--- config.mk ---
export PLATFORM = sky130hd
export DESIGN_NAME = semafor_monitor
export DESIGN_NICKNAME = d
export VERILOG_FILES = /design/src/rtl/semafor_monitor.sv
export SDC_FILE = /design/constraint.sdc
export NUM_CORES = 1
export LEC_CHECK = 0
export CORE_ASPECT_RATIO = 0.8
export CORE_MARGIN = 5
export CORE_UTILIZATION = 41
export CTS_CLUSTER_DIAMETER = 80
export DETAILED_ROUTE_END_ITERATION = 16
export SLEW_MARGIN = 20
export SYNTH_ARGS = -nofsm -noshare
export SYNTH_HDL_FRONTEND = slang
export SYNTH_SLANG_ARGS = --single-unit
--- constraint.sdc ---
create_clock -name clk -period 2.75 [get_ports clk]
set_input_delay 0.4125 -clock clk [delete_from_list [all_inputs] [get_ports clk]]
set_output_delay 0.4125 -clock clk [all_outputs]
set_load 0.01 [all_outputs]
--- src/rtl/semafor_monitor.sv ---
// Passive checker for the pedestrian-light LED bus: decodes the LED pattern into a
// phase, checks sequence and minimum durations, and watches pedestrian request service.
module semafor_monitor #(
    parameter int unsigned MIN_VERDE  = 48000000,
    parameter int unsigned MIN_GALBEN = 36000000,
    parameter int unsigned MIN_ROSU   = 72000000,
    parameter int unsigned MIN_DELAY  = 96000000,
    parameter int unsigned MAX_WAIT   = 150000000,
    parameter int unsigned CNT_W      = 32
) (
    input  logic        clk,
    input  logic        rst_n,
    input  logic [7:0]  led,
    input  logic        btn,
    input  logic        clr_err,
    output logic [2:0]  phase,
    output logic        tracking,
    output logic        err_illegal,
    output logic        err_seq,
    output logic        err_short,
    output logic        err_timeout,
    output logic        req_pending,
    output logic [15:0] cycle_count
);

    localparam logic [2:0] PH_VERDE   = 3'd0;
    localparam logic [2:0] PH_GALBEN  = 3'd1;
    localparam logic [2:0] PH_ROSU    = 3'd2;
    localparam logic [2:0] PH_DELAY   = 3'd3;
    localparam logic [2:0] PH_UNKNOWN = 3'd4;

    localparam logic [CNT_W-1:0] CNT_MAX     = '1;
    localparam logic [CNT_W-1:0] MIN_V_C     = CNT_W'(MIN_VERDE);
    localparam logic [CNT_W-1:0] MIN_G_C     = CNT_W'(MIN_GALBEN);
    localparam logic [CNT_W-1:0] MIN_R_C     = CNT_W'(MIN_ROSU);
    localparam logic [CNT_W-1:0] MIN_D_C     = CNT_W'(MIN_DELAY);
    localparam logic [CNT_W-1:0] WAIT_LAST_C = CNT_W'(MAX_WAIT - 1);

    typedef enum logic {SYNC, TRACK} state_t;

    state_t           state, state_d;
    logic [2:0]       dec;
    logic [CNT_W-1:0] dur;
    logic [CNT_W-1:0] wait_cnt;
    logic [CNT_W-1:0] min_cur;
    logic             change, legal;
    logic             set_illegal, set_seq, set_short, set_timeout;
    logic             cnt_inc, req_set, req_clr;

    always_comb begin
        case (led)
            8'b11011110: dec = PH_VERDE;
            8'b11101110: dec = PH_GALBEN;
            8'b11110101: dec = PH_ROSU;
            8'b01011110: dec = PH_DELAY;
            default:     dec = PH_UNKNOWN;
        endcase
    end

    assign change   = (dec != phase);
    assign tracking = (state == TRACK);
    assign legal    = (phase == PH_VERDE  && dec == PH_GALBEN) ||
                      (phase == PH_GALBEN && dec == PH_ROSU)   ||
                      (phase == PH_ROSU   && dec == PH_DELAY)  ||
                      (phase == PH_DELAY  && dec == PH_VERDE);

    always_comb begin
        case (phase)
            PH_VERDE:  min_cur = MIN_V_C;
            PH_GALBEN: min_cur = MIN_G_C;
            PH_ROSU:   min_cur = MIN_R_C;
            PH_DELAY:  min_cur = MIN_D_C;
            default:   min_cur = '0;
        endcase
    end

    always_ff @(posedge clk or negedge rst_n) begin
        if (!rst_n) state <= SYNC;
        else        state <= state_d;
    end

    // The registered phase is the "old" phase, so every check compares it against dec.
    always_comb begin
        state_d     = state;
        set_illegal = 1'b0;
        set_seq     = 1'b0;
        set_short   = 1'b0;
        set_timeout = 1'b0;
        cnt_inc     = 1'b0;
        req_set     = 1'b0;
        req_clr     = 1'b0;
        case (state)
            SYNC: begin
                if (dec == PH_VERDE) state_d = TRACK;
            end
            TRACK: begin
                if (change) begin
                    if (dec == PH_UNKNOWN) begin
                        set_illegal = 1'b1;
                        req_clr     = 1'b1;
                        state_d     = SYNC;
                    end else if (!legal) begin
                        set_seq = 1'b1;
                    end else begin
                        if (dur < min_cur)     set_short = 1'b1;
                        if (phase == PH_DELAY) cnt_inc   = 1'b1;
                    end
                    if (dec == PH_GALBEN) req_clr = 1'b1;
                end
                if (!req_pending && btn && (phase == PH_VERDE || phase == PH_DELAY))
                    req_set = 1'b1;
                if (req_pending && !req_clr && wait_cnt == WAIT_LAST_C)
                    set_timeout = 1'b1;
            end
            default: state_d = SYNC;
        endcase
    end

    always_ff @(posedge clk or negedge rst_n) begin
        if (!rst_n) begin
            phase <= PH_UNKNOWN;
            dur   <= '0;
        end else begin
            phase <= dec;
            if (change)              dur <= {{(CNT_W-1){1'b0}}, 1'b1};
            else if (dur != CNT_MAX) dur <= dur + 1'b1;
        end
    end

    // Clearing on GALBEN or SYNC entry takes priority over a same-cycle new request.
    always_ff @(posedge clk or negedge rst_n) begin
        if (!rst_n) begin
            req_pending <= 1'b0;
            wait_cnt    <= '0;
        end else if (req_clr) begin
            req_pending <= 1'b0;
        end else if (req_set) begin
            req_pending <= 1'b1;
            wait_cnt    <= '0;
        end else if (req_pending && wait_cnt != CNT_MAX) begin
            wait_cnt <= wait_cnt + 1'b1;
        end
    end

    always_ff @(posedge clk or negedge rst_n) begin
        if (!rst_n) begin
            err_illegal <= 1'b0;
            err_seq     <= 1'b0;
            err_short   <= 1'b0;
            err_timeout <= 1'b0;
            cycle_count <= 16'd0;
        end else begin
            err_illegal <= (err_illegal && !clr_err) || set_illegal;
            err_seq     <= (err_seq     && !clr_err) || set_seq;
            err_short   <= (err_short   && !clr_err) || set_short;
            err_timeout <= (err_timeout && !clr_err) || set_timeout;
            if (cnt_inc) cycle_count <= cycle_count + 16'd1;
        end
    end

endmodule
==> results.txt <==
outcome = finished clean
Worst setup SP type = flip-flop
crit-path most repeated cell = buf_4
Slew Viols, Final = 0
antenna-violating nets left = 0
worst skew pair latency = 0.35 ns
Num CTS Buffers = 9
fin crit period = 2.67 ns
CP Class = flip-flop to flip-flop
R2R cell count = 10
most frequent cells in the layout = dfrtp_1, buf_4, nor2_1, nand4_1, clkdlybuf4s50_1
Total Die Area = 15,300 um2
Nets = 692
wire length per cell = 16.6 um
Slew headroom = 0.444
RePlAce Congestion = 0.871
CTS tree = yes
num rows = 37
post-route setup TNS = 0 ns
r2r setup slk = 0.08 ns
static leakage = 2.84 nW
cell with the largest stage delay on the worst path = or4_4
routed vias = 4,761
synthesized area per cell = 9.23 um2
Clock Sinks = 89
Sw Ratio = 0.263
CP endpoint = err_short$_DFF_PN0_
RSZ-0062 raised after global routing = no
reg-to-reg endpoint = err_short$_DFF_PN0_
io pins = 37
post-layout util = 0.521
async set-reset flop share out of synthesis = 1.00
Sequential Power Share = 0.459
FMAX = 374 MHz
DRT Wirelength = 13,900 um
Synth Warn # = 0
Port Buffers = 36
Hold Crit Class = input pin to asynchronous set/reset pin
fin crit share = 0.972
Cell variety after synth = 59
Die Wd = 137 um
Post-synth EDFFs = 0
#FFs+latches synth = 89
Remaining DRCs = 0
crit-path cells = buf_4 -> xor2_1 -> or2_4 -> ha_1 -> nand3_1 -> or4_4 -> a21oi_4 -> a2111oi_4 -> buf_4 -> a41o_1
clock skew = 0.00888 ns
Seq/Total Area, Yosys = 0.421
First-pass DRT Iterations = 5
maximum fanout along the worst path = 4
Core ar. = 12,800 um2
commonest non-fill, non-tap cell in the layout = dfrtp_1
Max-Cap Viols = 0
vias in the first global route = 4,536
worst hold slack = 0.00439 ns
GRT Residual Overflow = 0
Clk pwr share = 0.427
worst path required time = 2.99 ns
Slew @ Worst Pin = 0.830 ns
startpoint of the worst-slack reg-to-reg timing path = phase[1]$_DFF_PN0_
Via-to-Cell Ratio = 5.67
# setup viols final = 0
Clk pin slew, worst setup/hold paths = 0.06 ns
initial core utilization = 0.415
CTS max path bufs = 2
CP arrival = 2.91 ns
Fin. Hold Viols = 0
CP startpoint = phase[1]$_DFF_PN0_
PwrDens = 478 nW/um2
top_reg_cell synth = dfrtp_1
CP peak stage delay = 0.53 ns
H-tree levels = 3
Logic pwr share = 0.114
Total GRT Usage = 0.190
Die H = 112 um
Mapped Nets = 607
Int Power = 2.35 mW
DP HPWL = 10,000 um
Peak VDD IR = 0.297 mV
Worst Setup End Kind = flip-flop
Starting DRT DRC Count = 455
area delta synth->final = 25.6%
Post-Syn Instances = 574
layout cell share with drive strength beyond 1 = 0.155
mapped cell area = 5300 um2
first-pass GRT wire length = 23,200 um
# diodes = 0
initial antenna violation count = 0
Root Buffer = clkbuf_16
Layout fillers = 1,175
Switch Pwr = 0.836 mW
largest net degree at the start of global routing = 58
## kinds of logic after synthesis
group           Yosys count  share of synthesized area
simple gates            264                      0.275
compound gates          114                      0.142
flops                    89                      0.421
xor+xnor                 43                     0.0725
buf+inv                  37                     0.0286
fa+ha+maj                21                     0.0496
mux                       6                     0.0116
## power by group through the flow
stage	combinational [mW]	clock, mW	sequential [mW]
6_report	0.364	1.36	1.46
3_3_place_gp	0.352	0	1.48
3_5_place_dp	0.360	0	1.48
2_1_floorplan	0.215	0	1.47
4_1_cts	0.364	1.39	1.46
5_1_grt	0.414	1.44	1.47
## metal layers
metal  vias to the layer above  global-route usage  share of wire
li1                       2309                   -              -
met1                      2312               0.283           0.51
met2                       130               0.272           0.42
met3                        10              0.0560          0.065
met4                         0              0.0392         0.0071
met5                         -                   0              0
## area by class of cell
cell class	instances	area, um2	area share
Clock buffer	9	225	0.0339
Clock inverter	7	101	0.0152
Inverter	18	67.6	0.0102
Multi-Input combinational cell	448	3000	0.451
Sequential cell	89	2230	0.335
Tap cell	175	219	0.0329
Timing Repair Buffer	93	811	0.122
## worst min-delay path by stage
stage,cells past startpoint,start,to
global placement,1,rst_n,dur[13]$_DFFE_PN0P_
finish,1,rst_n,dur[13]$_DFFE_PN0P_
detailed placement,1,rst_n,dur[13]$_DFFE_PN0P_
global route,1,rst_n,dur[13]$_DFFE_PN0P_
floorplan,0,rst_n,cycle_count[0]$_DFFE_PN0P_
CTS,1,rst_n,dur[13]$_DFFE_PN0P_
## repair_timing
item,4_1_cts,5_1_grt
hold buffers,0,0
pin swaps,1,3
gates resized for setup,4,15
buffers inserted,0,1
endpoints found under the setup margin,1,1
## synth_stat cells, drive strengths merged, types with 2 or more instances
cell type | n | area share
inv | 18 | 0.013
a31oi | 21 | 0.025
clkbuf | 13 | 0.0092
and3 | 13 | 0.015
o41ai | 6 | 0.0099
o21bai | 4 | 0.0057
and4b | 2 | 0.0038
nand3 | 32 | 0.030
a21o | 4 | 0.0057
o31ai | 7 | 0.0099
nand4 | 40 | 0.047
xnor2 | 20 | 0.034
a21boi | 2 | 0.0028
buf | 6 | 0.0066
and4 | 8 | 0.013
o21ai | 23 | 0.022
nor3 | 18 | 0.017
nor4 | 5 | 0.0059
dfrtp | 88 | 0.42
ha | 21 | 0.050
a2111oi | 3 | 0.0061
nor2 | 56 | 0.041
nor4b | 4 | 0.0094
or3 | 11 | 0.013
mux2i | 5 | 0.0094
o21a | 6 | 0.0085
nand2 | 31 | 0.022
nand2b | 6 | 0.0071
xor2 | 23 | 0.038
nor3b | 3 | 0.0052
and2 | 9 | 0.011
nor2b | 8 | 0.0094
or4 | 8 | 0.011
or2 | 6 | 0.0071
o2111ai | 2 | 0.0033
a21oi | 28 | 0.027
## through the flow
step	worst slack (ns)	power (mW)	cell area, um2	std cells
2_1_floorplan	0.0639	1.68	5300	574
3_3_place_gp	-0.137	1.83	6230	822
3_5_place_dp	-0.191	1.84	6230	822
4_1_cts	0.0454	3.21	6570	838
5_1_grt	0.00524	3.32	6650	839
6_report	0.0769	3.18	6650	839
## state kept, by name, indices dropped and copies added (netlist names)
name / cells
err_timeout: 1
err_short: 1
err_illegal: 1
dur: 32
cycle_count: 16
err_seq: 1
tracking: 1
req_pending: 1
wait_cnt: 32
phase: 3
## worst max-delay path, delay by kind of cell (launching register included)
family | cells | cell delay (ns)
AOI/OAI and AO/OA | 3 | 0.45
buffers and inverters | 2 | 0.29
xor gates and xnor gates | 1 | 0.16
DFF | 1 | 0.44
adders and majority gates | 1 | 0.33
and+or+nand+nor | 3 | 0.89
Note: power is estimated with default switching activity, not from simulation.
==> variant 1, RTL diff (config.mk and constraints unchanged) <==
The parameter `CNT_W` goes from 32 to 28.
--- a/src/rtl/semafor_monitor.sv
+++ b/src/rtl/semafor_monitor.sv
@@ -6,7 +6,7 @@
     parameter int unsigned MIN_ROSU   = 72000000,
     parameter int unsigned MIN_DELAY  = 96000000,
     parameter int unsigned MAX_WAIT   = 150000000,
-    parameter int unsigned CNT_W      = 32
+    parameter int unsigned CNT_W      = 28
 ) (
     input  logic        clk,
     input  logic        rst_n,
Behaviour: same outputs for any inputs over 10 cycles, from zero or initial values and one cycle with rst_n low; that may be too few to reach the edited logic, so the function may still have changed.
==> variant 1 against the original RTL <==
- design area decreased by 8.7%
- setup slack improved by 0.23 ns
- synthesized area decreased by 3.6%
- total power decreased by 6.6%
- sequential share of layout area decreased by 0.12 points
- final cell count decreased by 7.6%
- sequential cell count decreased by 8
- wire length decreased by 11%
- first-iteration DRC count decreased by 39%
- critical path type unchanged
- largest cell class unchanged
- highest routed layer unchanged
==> variant 1: results (changes against the original RTL) <==
.. list-table::
   :header-rows: 1

   * - Metric
     - Value
   * - Result of the run
     - completed
   * - Reported clock group power
     - 1.28 mW (-6%)
   * - Via count of the first global-routing pass
     - 4124 (-9.1%)
   * - Static leakage power
     - 2.41 nW (-15%)
   * - Routed length on met3
     - 629 microns (-30%)
   * - # nets final
     - 632 (-8.7%)
   * - PnR Total Power
     - 2.97 mW (-6.6%)
   * - Hpwl dp
     - 9070 microns (-9.6%)
   * - Grt met3 use
     - 0.0371 (-0.0190)
   * - Sequential power
     - 1.35 mW (-8%)
   * - Met2 Usage GRT
     - 0.248 (-0.0237)
   * - First-pass GRT wire length
     - 20700 microns (-11%)
   * - Xor/xnor share of the synthesized area
     - 0.0701 (-0.00241)
   * - Routed vias
     - 4383 (-7.9%)
   * - Number of distinct library cell variants in the gate-level netlist after synthesis
     - 65 (+10%)
   * - Post-DP Area
     - 5760 sq um (-7.6%)
   * - Met2 wire length
     - 5060 microns (-14%)
   * - Top area cells in the synthesized netlist
     - dfrtp_1 39%, ha_1 5.1%, nor2_1 4.1%
   * - Actual transition at the worst max-transition pin
     - 0.798 ns (-0.0322 ns)
   * - Count of non-filler cells in the finished layout
     - 775 (-7.6%)
   * - Total of plain and repair buffers excluding clock buffers
     - 60 (-35%)
   * - Syn avg cell area
     - 9.23 sq um (about the same)
   * - Met1 global-route usage
     - 0.259 (-0.0247)
   * - Share of the synthesized area in compound gates (AO/OA/AOI/OAI)
     - 0.182 (+0.0402)
   * - Non-clk buf share
     - 0.0927 (-0.0291)
   * - Length of routed wiring on met1
     - 6480 microns (-7.9%)
   * - DR WL/cell
     - 16.0 microns (-3.7%)
   * - Number of clock buffers in the layout
     - 11 (+2)
   * - Largest net degree at the start of global routing
     - 43 (-26%)
   * - Fraction of final layout cells sized beyond drive strength 1
     - 0.111 (-0.0442)
   * - Worst IR drop on VDD
     - 428 uV (+44%)
   * - Fin area
     - 6070 sq um (-8.7%)
   * - PostCTS Resize Cnt
     - 0 (-4)
   * - Cell family contributing the most delay on the critical path
     - compound AO/OA/AOI/OAI gates
   * - Post-synthesis share of cell area spent on full adders, half adders and majority gates
     - 0.0515 (+0.00187)
   * - Largest fanout on the critical path
     - 27 (+23)
   * - GPL Wtd Cong
     - 0.834 (-4.3%)
   * - Number of nets produced by synthesis
     - 586 (-3.5%)
   * - Fraction of synthesized area in multiplexers
     - 0.00613 (-0.00545)
   * - Number of signal-net inverters in the final layout
     - 14 (-4)
   * - Slowest library cell on the worst path
     - a31oi_4
   * - Setup Slack @ Placement
     - -0.0112 ns (+0.180 ns)
   * - Largest stage delay on the critical path
     - 0.69 ns (+0.16 ns)
   * - Multi-input gate area in the final layout
     - 2900 sq um (-3.3%)
   * - Top flop regs
     - dur: 28 flops, wait_cnt: 28 flops, cycle_count: 16 flops
   * - Count of multi-input combinational gates
     - 433 (-3.3%)
==> variant 1: changes by cell type after synthesis, moves of 8 or more <==
cell / delta
or4_1: -8
nand4_1: -22
a31oi_1: -14
o21ai_1: +14
buf_2: +9
nand2_1: +12
o31ai_1: +12
a41oi_1: +9
dfrtp_1: -8
==> variant 1: final timing paths <==
kind                                  from         endpoint  slack [ns]  cells past startpoint
max                           wait_cnt[13]      wait_cnt[3]        0.31                      5
min                                  rst_n          dur[14]        0.05                      1
max reg2reg                   wait_cnt[13]      wait_cnt[3]        0.31                      5
min reg2reg                cycle_count[15]  cycle_count[15]        0.47                      1
max in group asynchronous            rst_n      wait_cnt[2]        2.08                      2
min in group clk           cycle_count[15]  cycle_count[15]        0.47                      1
==> variant 1: kinds of logic (layout without fill, tap and decap cells) <==
group	Yosys count	in the layout
AND/OR/NAND/NOR	240	240
AO/OA/AOI/OAI	129	129
flip-flops	81	81
XOR/XNOR	40	40
buffers and inverters	39	90
adder cells (fa/ha/maj)	21	21
multiplexers	3	3
==> variant 2, RTL diff (config.mk and constraints unchanged) <==
Made on the original files. Compare `wait_cnt` against `WAIT_LAST_C` with >= in place of ==.
--- a/src/rtl/semafor_monitor.sv
+++ b/src/rtl/semafor_monitor.sv
@@ -109,7 +109,7 @@
                 end
                 if (!req_pending && btn && (phase == PH_VERDE || phase == PH_DELAY))
                     req_set = 1'b1;
-                if (req_pending && !req_clr && wait_cnt == WAIT_LAST_C)
+                if (req_pending && !req_clr && wait_cnt >= WAIT_LAST_C)
                     set_timeout = 1'b1;
             end
             default: state_d = SYNC;
Formal check against the unedited RTL: same outputs for any inputs over 10 cycles, from zero or initial values and one cycle with rst_n low; that may be too few to reach the edited logic, so the function may still have changed.
==> variant 2 against the original RTL <==
- total power shrank 7.4%
- design area down 1.0%
- wire length shrank 0.73%
- via count is 0.57% higher
- global-route usage is 0.51 points lower
- clock skew shrank 0.0020 ns
- maximum frequency increased by 1.9%
- count of clock-buffer cells in the layout is 3 higher
- synthesized area rose by 2.6%
- non-clock buffer count is 11 lower
- sequential power about the same
- critical path depth shrank 2
- setup slack better by 0.051 ns
- sequential cell count unchanged
- critical path type is now input pin to flop
- largest power group unchanged
==> variant 2: results (changes against the original RTL) <==
.. list-table::
   :header-rows: 1

   * - Metric
     - Value
   * - Result of the run
     - completed
   * - Number of vias per cell
     - 5.75 (+1.4%)
   * - Number of distinct library cell variants in the gate-level netlist after synthesis
     - 58 (-1.7%)
   * - PostCTS Resize Cnt
     - 0 (-4)
   * - Worst IR drop on VDD
     - 261 uV (-12%)
   * - Hpwl dp
     - 9990 microns (-0.47%)
   * - Non-clk buf share
     - 0.115 (-0.00694)
   * - Number of nets produced by synthesis
     - 618 (+1.8%)
   * - Share of the final layout cell area in sequential cells
     - 0.338 (+0.00300)
   * - Met2 wire length
     - 5850 microns (-0.76%)
   * - Post-DP Area
     - 6300 sq um (+1.1%)
   * - Met1 global-route usage
     - 0.270 (-0.0135)
   * - Total GRT Usage
     - 0.185 (-0.00514)
   * - Grt met3 use
     - 0.0460 (-0.00996)
   * - First-pass GRT wire length
     - 24100 microns (+3.6%)
   * - Fraction of synthesized area in multiplexers
     - 0.0223 (+0.0108)
   * - Slew HR
     - 0.523 (+0.0788)
   * - Number of inserted filler cells in the final layout
     - 1206 (+2.6%)
   * - Fraction of final layout cells sized beyond drive strength 1
     - 0.119 (-0.0364)
   * - Post-synth design cell area
     - 5440 sq um (+2.6%)
   * - # nets final
     - 686 (-0.87%)
   * - Count of placed standard cells including taps
     - 817 (-0.61%)
   * - Routed length on met3
     - 623 microns (-31%)
   * - Static leakage power
     - 2.78 nW (-2.2%)
   * - Post-synth top cells
     - 88 x dfrtp_1, 55 x nor2_1, 40 x nand2_1, 34 x nand3_1, 31 x nand4_1
   * - Post-synthesis share of cell area spent on full adders, half adders and majority gates
     - 0.0483 (-0.00127)
   * - Via count of the first global-routing pass
     - 4783 (+5.4%)
   * - Syn avg cell area
     - 9.29 sq um (+0.69%)
   * - Start point of the critical path
     - led[4]
   * - Multi-input gate area in the final layout
     - 3050 sq um (+1.8%)
   * - Share of the synthesized area in compound gates (AO/OA/AOI/OAI)
     - 0.154 (+0.0118)
   * - GPL Wtd Cong
     - 0.861 (-1.2%)
   * - Count of multi-input combinational gates
     - 458 (+2.2%)
   * - Total of plain and repair buffers excluding clock buffers
     - 82 (-12%)
   * - Length of routed wiring on met1
     - 7060 microns (+0.40%)
   * - Data arrival time of the critical path
     - 2.89 ns (-0.02 ns)
-- variant 2: changes by cell type after synthesis, moves of 6 or more --
| cell | before | now |
|---|---|---|
| nand4_1 | 40 | 31 |
| nand2_1 | 31 | 40 |
| or4_1 | 8 | 18 |
| a31oi_1 | 21 | 3 |
| o31ai_1 | 7 | 21 |
| nor4_1 | 5 | 17 |
| nor3_1 | 18 | 6 |
| nor2b_1 | 8 | 2 |
| mux2i_1 | 5 | 11 |
| o31a_1 | 0 | 6 |
-- variant 2: final timing paths --
path,end,cells past startpoint,slack [ns]
hold reg to reg,cycle_count[15],1,0.47
setup reg to reg,dur[31],7,0.27
setup / recovery,wait_cnt[30],8,0.13
hold / removal,wait_cnt[22],1,0.08
min in group clk,cycle_count[15],1,0.47
max in group asynchronous,wait_cnt[5],2,2.06
-- variant 2: power by group --
part	internal [mW]	total (mW)	switching, mW
Clock	0.677	1.18	0.504
Combinational	0.138	0.306	0.168
Sequential	1.38	1.46	0.0815
Total	2.19	2.95	0.754
